$ cat src/rtl/src_ctrl_pkg.sv
// src_ctrl_pkg: shared state codes, opcodes and control-word layout for the Mini SRC sequencers
package src_ctrl_pkg;

  typedef enum logic [3:0] {
    S_IDLE  = 4'd0,
    S_T0    = 4'd1,
    S_T1    = 4'd2,
    S_T2    = 4'd3,
    S_T3    = 4'd4,
    S_T4    = 4'd5,
    S_T5    = 4'd6,
    S_T6    = 4'd7,
    S_T7    = 4'd8,
    S_DONE  = 4'd9,
    S_FAULT = 4'd15
  } state_t;

  localparam int DEF_OPC_W = 5;
  localparam logic [4:0] DEF_OP_LD  = 5'b00000;
  localparam logic [4:0] DEF_OP_LDI = 5'b00001;
  localparam logic [4:0] DEF_OP_ST  = 5'b00010;
  localparam int DEF_WAIT_W   = 4;
  localparam int DEF_MAX_WAIT = 15;

  localparam int CW_PCOUT   = 0;
  localparam int CW_INCPC   = 1;
  localparam int CW_PCIN    = 2;
  localparam int CW_MARIN   = 3;
  localparam int CW_MDRIN   = 4;
  localparam int CW_MDROUT  = 5;
  localparam int CW_READ    = 6;
  localparam int CW_WRITE   = 7;
  localparam int CW_IRIN    = 8;
  localparam int CW_YIN     = 9;
  localparam int CW_ZIN     = 10;
  localparam int CW_ZLOWOUT = 11;
  localparam int CW_GRA     = 12;
  localparam int CW_GRB     = 13;
  localparam int CW_RIN     = 14;
  localparam int CW_ROUT    = 15;
  localparam int CW_BAOUT   = 16;
  localparam int CW_COUT    = 17;
  localparam int CW_W       = 18;

  typedef logic [CW_W-1:0] ctrl_word_t;

  function automatic ctrl_word_t cw_bit(input int i);
    return ctrl_word_t'(1) << i;
  endfunction

endpackage

$ cat src/rtl/mem_wait_timer.sv
// mem_wait_timer: counts mem_ready-low cycles of one access and flags when the budget is exhausted
module mem_wait_timer #(
  parameter int WAIT_W   = 4,
  parameter int MAX_WAIT = 15
) (
  input  logic clk,
  input  logic rst,
  input  logic en,
  input  logic ready,
  input  logic restart,
  output logic timeout
);

  logic [WAIT_W-1:0] r_cnt;

  assign timeout = en & ~ready & (r_cnt == WAIT_W'(MAX_WAIT));

  // Count stalled cycles; any state change starts a fresh budget
  always_ff @(posedge clk) begin
    if (rst || restart) r_cnt <= '0;
    else if (en && !ready) r_cnt <= r_cnt + 1'b1;
  end

endmodule

$ cat src/rtl/src_ldst_sequencer.sv
// src_ldst_sequencer: Moore control-step sequencer for fetch plus ld/ldi/st with memory wait states
module src_ldst_sequencer
  import src_ctrl_pkg::*;
#(
  parameter int               OPC_W    = DEF_OPC_W,
  parameter logic [OPC_W-1:0] OP_LD    = DEF_OP_LD,
  parameter logic [OPC_W-1:0] OP_LDI   = DEF_OP_LDI,
  parameter logic [OPC_W-1:0] OP_ST    = DEF_OP_ST,
  parameter int               WAIT_W   = DEF_WAIT_W,
  parameter int               MAX_WAIT = DEF_MAX_WAIT
) (
  input  logic             Clock,
  input  logic             clear,
  input  logic             start,
  input  logic [OPC_W-1:0] ir_opcode,
  input  logic             mem_ready,
  output logic             PCout,
  output logic             IncPC,
  output logic             PCin,
  output logic             MARin,
  output logic             MDRin,
  output logic             MDRout,
  output logic             Read,
  output logic             Write,
  output logic             IRin,
  output logic             Yin,
  output logic             Zin,
  output logic             Zlowout,
  output logic             GRA,
  output logic             GRB,
  output logic             Rin,
  output logic             Rout,
  output logic             BAout,
  output logic             Cout,
  output logic             busy,
  output logic             done,
  output logic             fault,
  output logic [3:0]       step
);

  state_t           r_state;
  state_t           w_next;
  logic [OPC_W-1:0] r_op;
  logic             w_is_ldi;
  logic             w_is_st;
  logic             w_op_ok;
  logic             w_wait;
  logic             w_timeout;
  ctrl_word_t       w_cw;

  assign w_is_ldi = (r_op == OP_LDI);
  assign w_is_st  = (r_op == OP_ST);
  assign w_op_ok  = (ir_opcode == OP_LD) | (ir_opcode == OP_LDI) | (ir_opcode == OP_ST);
  assign w_wait   = (r_state == S_T1) | ((r_state == S_T6) & ~w_is_st) | ((r_state == S_T7) & w_is_st);

  mem_wait_timer #(
    .WAIT_W   (WAIT_W),
    .MAX_WAIT (MAX_WAIT)
  ) u_timer (
    .clk     (Clock),
    .rst     (clear),
    .en      (w_wait),
    .ready   (mem_ready),
    .restart (w_next != r_state),
    .timeout (w_timeout)
  );

  // State register; the opcode is captured once in T3 so later IR changes cannot steer execution
  always_ff @(posedge Clock) begin
    if (clear) begin
      r_state <= S_IDLE;
      r_op    <= '0;
    end else begin
      r_state <= w_next;
      if (r_state == S_T3) r_op <= ir_opcode;
    end
  end

  // Next-state: wait states hold until mem_ready, and fall into FAULT once the wait budget is spent
  always_comb begin
    w_next = r_state;
    case (r_state)
      S_IDLE:  w_next = start ? S_T0 : S_IDLE;
      S_T0:    w_next = S_T1;
      S_T1:    w_next = w_timeout ? S_FAULT : mem_ready ? S_T2 : S_T1;
      S_T2:    w_next = S_T3;
      S_T3:    w_next = w_op_ok ? S_T4 : S_FAULT;
      S_T4:    w_next = S_T5;
      S_T5:    w_next = w_is_ldi ? S_DONE : S_T6;
      S_T6:    w_next = w_is_st ? S_T7 : w_timeout ? S_FAULT : mem_ready ? S_T7 : S_T6;
      S_T7:    w_next = !w_is_st ? S_DONE : w_timeout ? S_FAULT : mem_ready ? S_DONE : S_T7;
      S_DONE:  w_next = S_IDLE;
      default: w_next = S_FAULT;
    endcase
  end

  // Strobe decode from registered state and latched opcode only
  always_comb begin
    w_cw = '0;
    case (r_state)
      S_T0:    w_cw = cw_bit(CW_PCOUT) | cw_bit(CW_MARIN) | cw_bit(CW_INCPC) | cw_bit(CW_ZIN);
      S_T1:    w_cw = cw_bit(CW_ZLOWOUT) | cw_bit(CW_PCIN) | cw_bit(CW_READ) | cw_bit(CW_MDRIN);
      S_T2:    w_cw = cw_bit(CW_MDROUT) | cw_bit(CW_IRIN);
      S_T3:    w_cw = cw_bit(CW_GRB) | cw_bit(CW_BAOUT) | cw_bit(CW_YIN);
      S_T4:    w_cw = cw_bit(CW_COUT) | cw_bit(CW_ZIN);
      S_T5:    w_cw = w_is_ldi ? (cw_bit(CW_ZLOWOUT) | cw_bit(CW_GRA) | cw_bit(CW_RIN))
                               : (cw_bit(CW_ZLOWOUT) | cw_bit(CW_MARIN));
      S_T6:    w_cw = w_is_st ? (cw_bit(CW_GRA) | cw_bit(CW_ROUT) | cw_bit(CW_MDRIN))
                              : (cw_bit(CW_READ) | cw_bit(CW_MDRIN));
      S_T7:    w_cw = w_is_st ? cw_bit(CW_WRITE)
                              : (cw_bit(CW_MDROUT) | cw_bit(CW_GRA) | cw_bit(CW_RIN));
      default: w_cw = '0;
    endcase
  end

  assign PCout   = w_cw[CW_PCOUT];
  assign IncPC   = w_cw[CW_INCPC];
  assign PCin    = w_cw[CW_PCIN];
  assign MARin   = w_cw[CW_MARIN];
  assign MDRin   = w_cw[CW_MDRIN];
  assign MDRout  = w_cw[CW_MDROUT];
  assign Read    = w_cw[CW_READ];
  assign Write   = w_cw[CW_WRITE];
  assign IRin    = w_cw[CW_IRIN];
  assign Yin     = w_cw[CW_YIN];
  assign Zin     = w_cw[CW_ZIN];
  assign Zlowout = w_cw[CW_ZLOWOUT];
  assign GRA     = w_cw[CW_GRA];
  assign GRB     = w_cw[CW_GRB];
  assign Rin     = w_cw[CW_RIN];
  assign Rout    = w_cw[CW_ROUT];
  assign BAout   = w_cw[CW_BAOUT];
  assign Cout    = w_cw[CW_COUT];

  assign busy  = (r_state != S_IDLE) & (r_state != S_FAULT);
  assign done  = (r_state == S_DONE);
  assign fault = (r_state == S_FAULT);
  assign step  = r_state;

endmodule

$ cat config.mk
export PLATFORM = sky130hd
export DESIGN_NAME = src_ldst_sequencer
export DESIGN_NICKNAME = d
export VERILOG_FILES = /design/src/rtl/src_ctrl_pkg.sv /design/src/rtl/mem_wait_timer.sv /design/src/rtl/src_ldst_sequencer.sv
export SDC_FILE = /design/constraint.sdc
export NUM_CORES = 1
export LEC_CHECK = 0
export ABC_AREA = 1
export CAP_MARGIN = 5
export CORE_AREA = 2 2 56 58
export DETAILED_ROUTE_END_ITERATION = 7
export DIE_AREA = 0 0 58 60
export PLACE_DENSITY = 0.68
export SYNTH_ARGS = -nofsm -noshare
export SYNTH_HDL_FRONTEND = slang
export SYNTH_HIERARCHICAL = 1
export SYNTH_SLANG_ARGS = --single-unit
export TNS_END_PERCENT = 20
$ cat constraint.sdc
create_clock -name Clock -period 3.6 [get_ports Clock]
set_input_delay 0.72 -clock Clock [delete_from_list [all_inputs] [get_ports Clock]]
set_output_delay 0.72 -clock Clock [all_outputs]
set_load 0.01 [all_outputs]
## Word level (Yosys, flattened, before mapping)

Cells that the tools add are included.
Widths: inputs -> output; s select.

- $add $sub $neg: 1
- Equal/unequal tests: 17
- Muxes and demuxes: 16
- Bitwise operators: 11
- Reduce and logical (&&, ||, !) cells: 6

Operators with widths:

| cell | count |
|---|---|
| $pmux 18 s8 | 1 |
| $pmux 4 s10 | 1 |
| $mux 15 | 2 |
| $mux 4 | 6 |
| $eq 4x3->1 const B | 4 |
| $eq 4x4->1 const B | 4 |
| $mux 16 | 1 |
| $eq 5x1->1 const B | 2 |
| $eq 5x2->1 const B | 2 |
| $eq 4x2->1 const B | 2 |
| $mux 3 | 2 |
| $and 1x1->1 | 5 |
| $logic_not 5->1 | 1 |
| $add 4x1->4 const B | 1 |
| $eq 4x1->1 const B | 1 |
| $logic_not 4->1 | 1 |
| $ne 4x4->1 | 1 |
| $ne 4x4->1 const B | 1 |
| $or 1x1->1 | 4 |
| $reduce_bool 4->1 | 1 |
| $mux 1 | 3 |
| $not 1->1 | 2 |
| $logic_and 1x1->1 | 1 |
| $logic_not 1->1 | 1 |
| $logic_or 1x1->1 | 1 |

- Register bits after elaboration: 13
- Input bits: 9
- Output and inout port bits: 25
- Word-level logic and storage cells: 54

## Logic depth before layout (Yosys ltp)

- Depth after elaboration: 12
- Gate-level depth with buffers: 23
- Mapped depth without buffers: 23

## By module

The synthesis kept the hierarchy.

Modules (own cells, without submodules):

| module | instances | cells an instance | area an instance (sq um) | seq. area each (sq um) |
|---|---|---|---|---|
| src_ldst_sequencer | 1 | 144 | 885.8 | 180.2 |
| mem_wait_timer | 1 | 28 | 225.2 | 80.1 |

## Worst setup path after synthesis

OpenSTA, ideal clock, no wires.

- Path type: register -> register
- From: reg r_state[1] (netlist: step[1])
- To: reg u_timer.r_cnt[0]
- Setup time: 0.070 ns
- Data arrival time: 2.787 ns
- Setup slack: 0.743 ns
- Stages on the path, launching flop included: 23
- Path buffers: 1
- Path through: dfxtp_1 > buf_6 > nand2_2 > nor2_4 > inv_1 > o21ai_0 > or2_2 > inv_2 > nor2_4 > nand3_1 > nor2_1 > inv_1 > nand2_1 > nand3_4 > nand2_2 > nor2_2 > nand3_1 > nand2_1 > nor2_1 > nand2_1 > nor2_8 > o21ai_1 > a21oi_1

- Word-level cells in the longest chain between the ends: 11

RTL lines:

| element | RTL line | text |
|---|---|---|
| start: declaration | src_ldst_sequencer.sv:41 | `state_t r_state;` |
| start signal: assignment | src_ldst_sequencer.sv:74 | `r_state <= w_next;` |
| $eq 4x3->1 | src_ldst_sequencer.sv:54 | `assign w_wait = (r_state == S_T1) \| ((r_state == S_T6) & ~w_is_st) \| ((r_state == S_T7) & w_is_st);` |
| $and 1x1->1 | src_ldst_sequencer.sv:54 |  |
| $or 1x1->1 | src_ldst_sequencer.sv:54 |  |
| $or 1x1->1 * | src_ldst_sequencer.sv:54 |  |
| via w_wait | src_ldst_sequencer.sv:47 | `logic w_wait;` |
| $and 1x1->1 * (2 in series) | mem_wait_timer.sv:16 | `assign timeout = en & ~ready & (r_cnt == WAIT_W'(MAX_WAIT));` |
| via w_timeout | src_ldst_sequencer.sv:48 | `logic w_timeout;` |
| $mux 3 / $mux 4 (equally long branches) (2 in series) | src_ldst_sequencer.sv:91, src_ldst_sequencer.sv:90 |  |
| $pmux 4 s10 * | src_ldst_sequencer.sv:82 | `case (r_state)` |
| $ne 4x4->1 * | src_ldst_sequencer.sv:64 | `.restart (w_next != r_state),` |
| $logic_or 1x1->1 * | mem_wait_timer.sv:20 | `if (rst \|\| restart) r_cnt <= '0;` |
| end signal: assignment | mem_wait_timer.sv:21 | `else if (en && !ready) r_cnt <= r_cnt + 1'b1;` |
| end: declaration | mem_wait_timer.sv:14 | `logic [WAIT_W-1:0] r_cnt;` |

The timed path passes the listed nets; every way through them passes the cells marked *.
A chain may end at the register's enable or synchronous reset.

## Worst setup path in the final report

Same ends and word-level chain as after synthesis.

==> impl_metrics.yaml <==
worst_hold_path:
  hp-class: "flop to flop"
critical_path:
  slowest_delay_ns: 0.60
  cp.required_ns: 3.81
  r2r_end: "u_timer/r_cnt[0]"
  crit_path_max_fanout: 12
  crit_type: "flop to flop"
  cpMostUsedCell: "nand2_1"
  critPathSlowestCell: "dfxtp_1"
  arrival_ns: 3.29
  r2r_cells: 21
  r2r-start: "step[1]"
  crit_path_cell_trace: "nand2_2 -> nor2_4 -> inv_1 -> o21ai_0 -> or2_2 -> inv_2 -> nor2_4 -> nand3_1 -> nor2_1 -> inv_1 -> nand2_1 -> nand3_4 -> nand2_2 -> nor2_2 -> nand3_1 -> nand2_1 -> nor2_1 -> nand2_1 -> nor2_8 -> o21ai_1 -> a21oi_1"
  crit_end: "u_timer/r_cnt[0]"
  crit_path_start_kind: "flop"
  crit_start: "step[1]"
  rrSetupSlack_ns: 0.53
  cp-end-kind: "flop"
sta:
  slew_viol_final: 0
  setup_viol: 0
  fin_setup_tns_ns: 0
  whs_ns: 0.496
  fin_crit_sh: 0.854
  min_period_ns: 3.07
  worstMarginPinSlew_ns: 0.439
  clock-skew-final_ns: 0.000586
  max_freq_mhz: 325
  fin_ws_ns: 0.527
  rsz0062_at_grt: "no"
  finalHoldViolCount: 0
  maxSlewHeadroom: 0.707
cts:
  clk_pin_slew_ns: 0.08
  numCtsBuffers: 3
  clkSinkCount: 13
  h-tree-depth: 1
  cts_tree: "done"
  cts.path.max_buffers: 2
  root_buffer: "clkbuf_4"
  cts_resized: 0
  clock_latency_ns: 0.27
  post-cts-setup-buffers: 0
  hold_buffers: 0
layout:
  area_growth_pct: 32.1
  drive_gt1_frac: 0.201
  fillCellCount: 303
  antenna_cells: 0
  final_cell_mix: "nand2_1 (33), clkdlybuf4s50_1 (33), inv_1 (23), nor2_1 (23), dfxtp_1 (13)"
  fin_area_um2: 1470
  final-seq-area_um2: 260
  final_util: 0.506
  multi_input_area_um2: 701
  layout.nets: 215
detailed_routing:
  antenna_left: 0
  remaining_drc_errors: 0
  routed_wl_um: 2760
  wire_per_inst_um: 11.6
  drtIter0Drc: 28
  vias: 1157
  avgViaCountPerCell: 4.88
  drtPass1Iterations: 4
power:
  vdd_drop_max_uv: 379
  intPower_uw: 600
  cellPowerDensity_nw_per_um2: 822
  power.share.clock: 0.077
  p_sw_frac: 0.502
  p_leak_nw: 0.643
  power_switching_uw: 606
  combPwrFrac: 0.712
  seqPwrFrac: 0.212
floorplan:
  rows: 20
  core_um2: 2900
  dieArea_um2: 3480
  io_pins: 34
  start_util: 0.383
  fp.dieW_um: 58
  die_h_um: 60
grt:
  overflow: 0
  grt_pass1_vias: 1108
  grt_max_degree: 13
  antenna_found_initial: 0
  grt_first_pass_wirelength_um: 4770
  grt_use_total: 0.178
placement:
  hpwlAfterDp_um: 2320
  post_dp_cell_area_um2: 1440
  portBuffers: 33
  place_ws_ns: 0.551
  place.gp.congestion: 0.952
run_status:
  outcome: "finished clean"
synthesis:
  ys_types: 29
  netlist_instances: 172
  synthFlopType: "dfxtp_1"
  ys_seq_area_frac: 0.234
  async_reset_ff_frac: 0
  syn_nets: 182
  synth.cell_area_um2: 1110
  synth_seq_cells: 13
  yosysWarnings: 6
  synth_edf_count: 0
  syn_area_per_cell_um2: 6.46
run:
  drv_cap: 0
==> synth_stat cells (2+ instances only) <==
master	number	area share
dfxtp_1	13	0.23
o21ai_1	4	0.018
nand2_1	33	0.11
nand3_4	2	0.032
nand3_2	2	0.018
nand2_4	2	0.020
nor2_4	4	0.041
or2_2	3	0.017
buf_4	4	0.027
nand2_2	4	0.023
o21ai_0	8	0.036
nand3_1	10	0.045
nor2_2	11	0.062
inv_2	6	0.020
inv_1	23	0.078
a21oi_1	6	0.027
nand4_1	3	0.017
nor2_1	23	0.078
==> state kept, by name, indices dropped and copies added, names as in the netlist <==
| name | cells |
|---|---|
| r_op | 5 |
| step | 4 |
| u_timer/r_cnt | 4 |
==> critical path: cells and delay by family, from the launching register on <==
| kind | cells | cell delay [ns] |
|---|---|---|
| AO/OA/AOI/OAI | 3 | 0.39 |
| buffers and inverters | 3 | 0.24 |
| flip-flops | 1 | 0.60 |
| AND/OR/NAND/NOR | 15 | 1.77 |
==> cell type report <==
type                            count  area share
Sequential cell                    13       0.177
Clock buffer                        4      0.0179
Tap cell                           33      0.0281
Inverter                           29      0.0742
Multi-Input combinational cell    125       0.477
Timing Repair Buffer               33       0.225
==> power groups by stage <==
| stage | sequential (mW) | clock (mW) | combinational (mW) |
|---|---|---|---|
| CTS | 0.256 | 0.0964 | 0.865 |
| floorplan | 0.234 | 0 | 0.607 |
| finish | 0.255 | 0.0925 | 0.858 |
| global placement | 0.259 | 0 | 0.848 |
| detailed placement | 0.259 | 0 | 0.861 |
| global route | 0.265 | 0.104 | 0.949 |
==> metal layers <==
layer  vias up  part of all wire  track usage
li1        606                 -            -
met1       508              0.46        0.234
met2        39              0.48        0.295
met3         4             0.052       0.0303
met4         0            0.0091       0.0565
met5         -                 0            0
==> cell families (layout without fill, tap and decap cells) <==
group / Yosys count / in the layout / share of synthesized area
simple gates: 102 / 102 / 0.512
fa+ha+maj: 1 / 1 / 0.0113
compound gates: 22 / 22 / 0.107
flops: 13 / 13 / 0.234
buf+inv: 34 / 66 / 0.135
==> how the worst min path moves through the flow <==
stage                                 from          endpoint  cells past startpoint  slack (ns)
after CTS                 u_timer/r_cnt[2]  u_timer/r_cnt[2]                      2        0.50
after global placement    u_timer/r_cnt[2]  u_timer/r_cnt[2]                      2        0.45
after detailed placement  u_timer/r_cnt[2]  u_timer/r_cnt[2]                      2        0.48
after floorplan           u_timer/r_cnt[2]  u_timer/r_cnt[2]                      2        0.44
after global routing      u_timer/r_cnt[2]  u_timer/r_cnt[2]                      2        0.51
final                     u_timer/r_cnt[2]  u_timer/r_cnt[2]                      2        0.50
==> metrics by stage <==
stage	instances	total power, mW
floorplan	172	0.841
global placement	233	1.11
detailed placement	233	1.12
CTS	237	1.22
global route	237	1.32
finish	237	1.21
(Power assumes the default switching activity.)
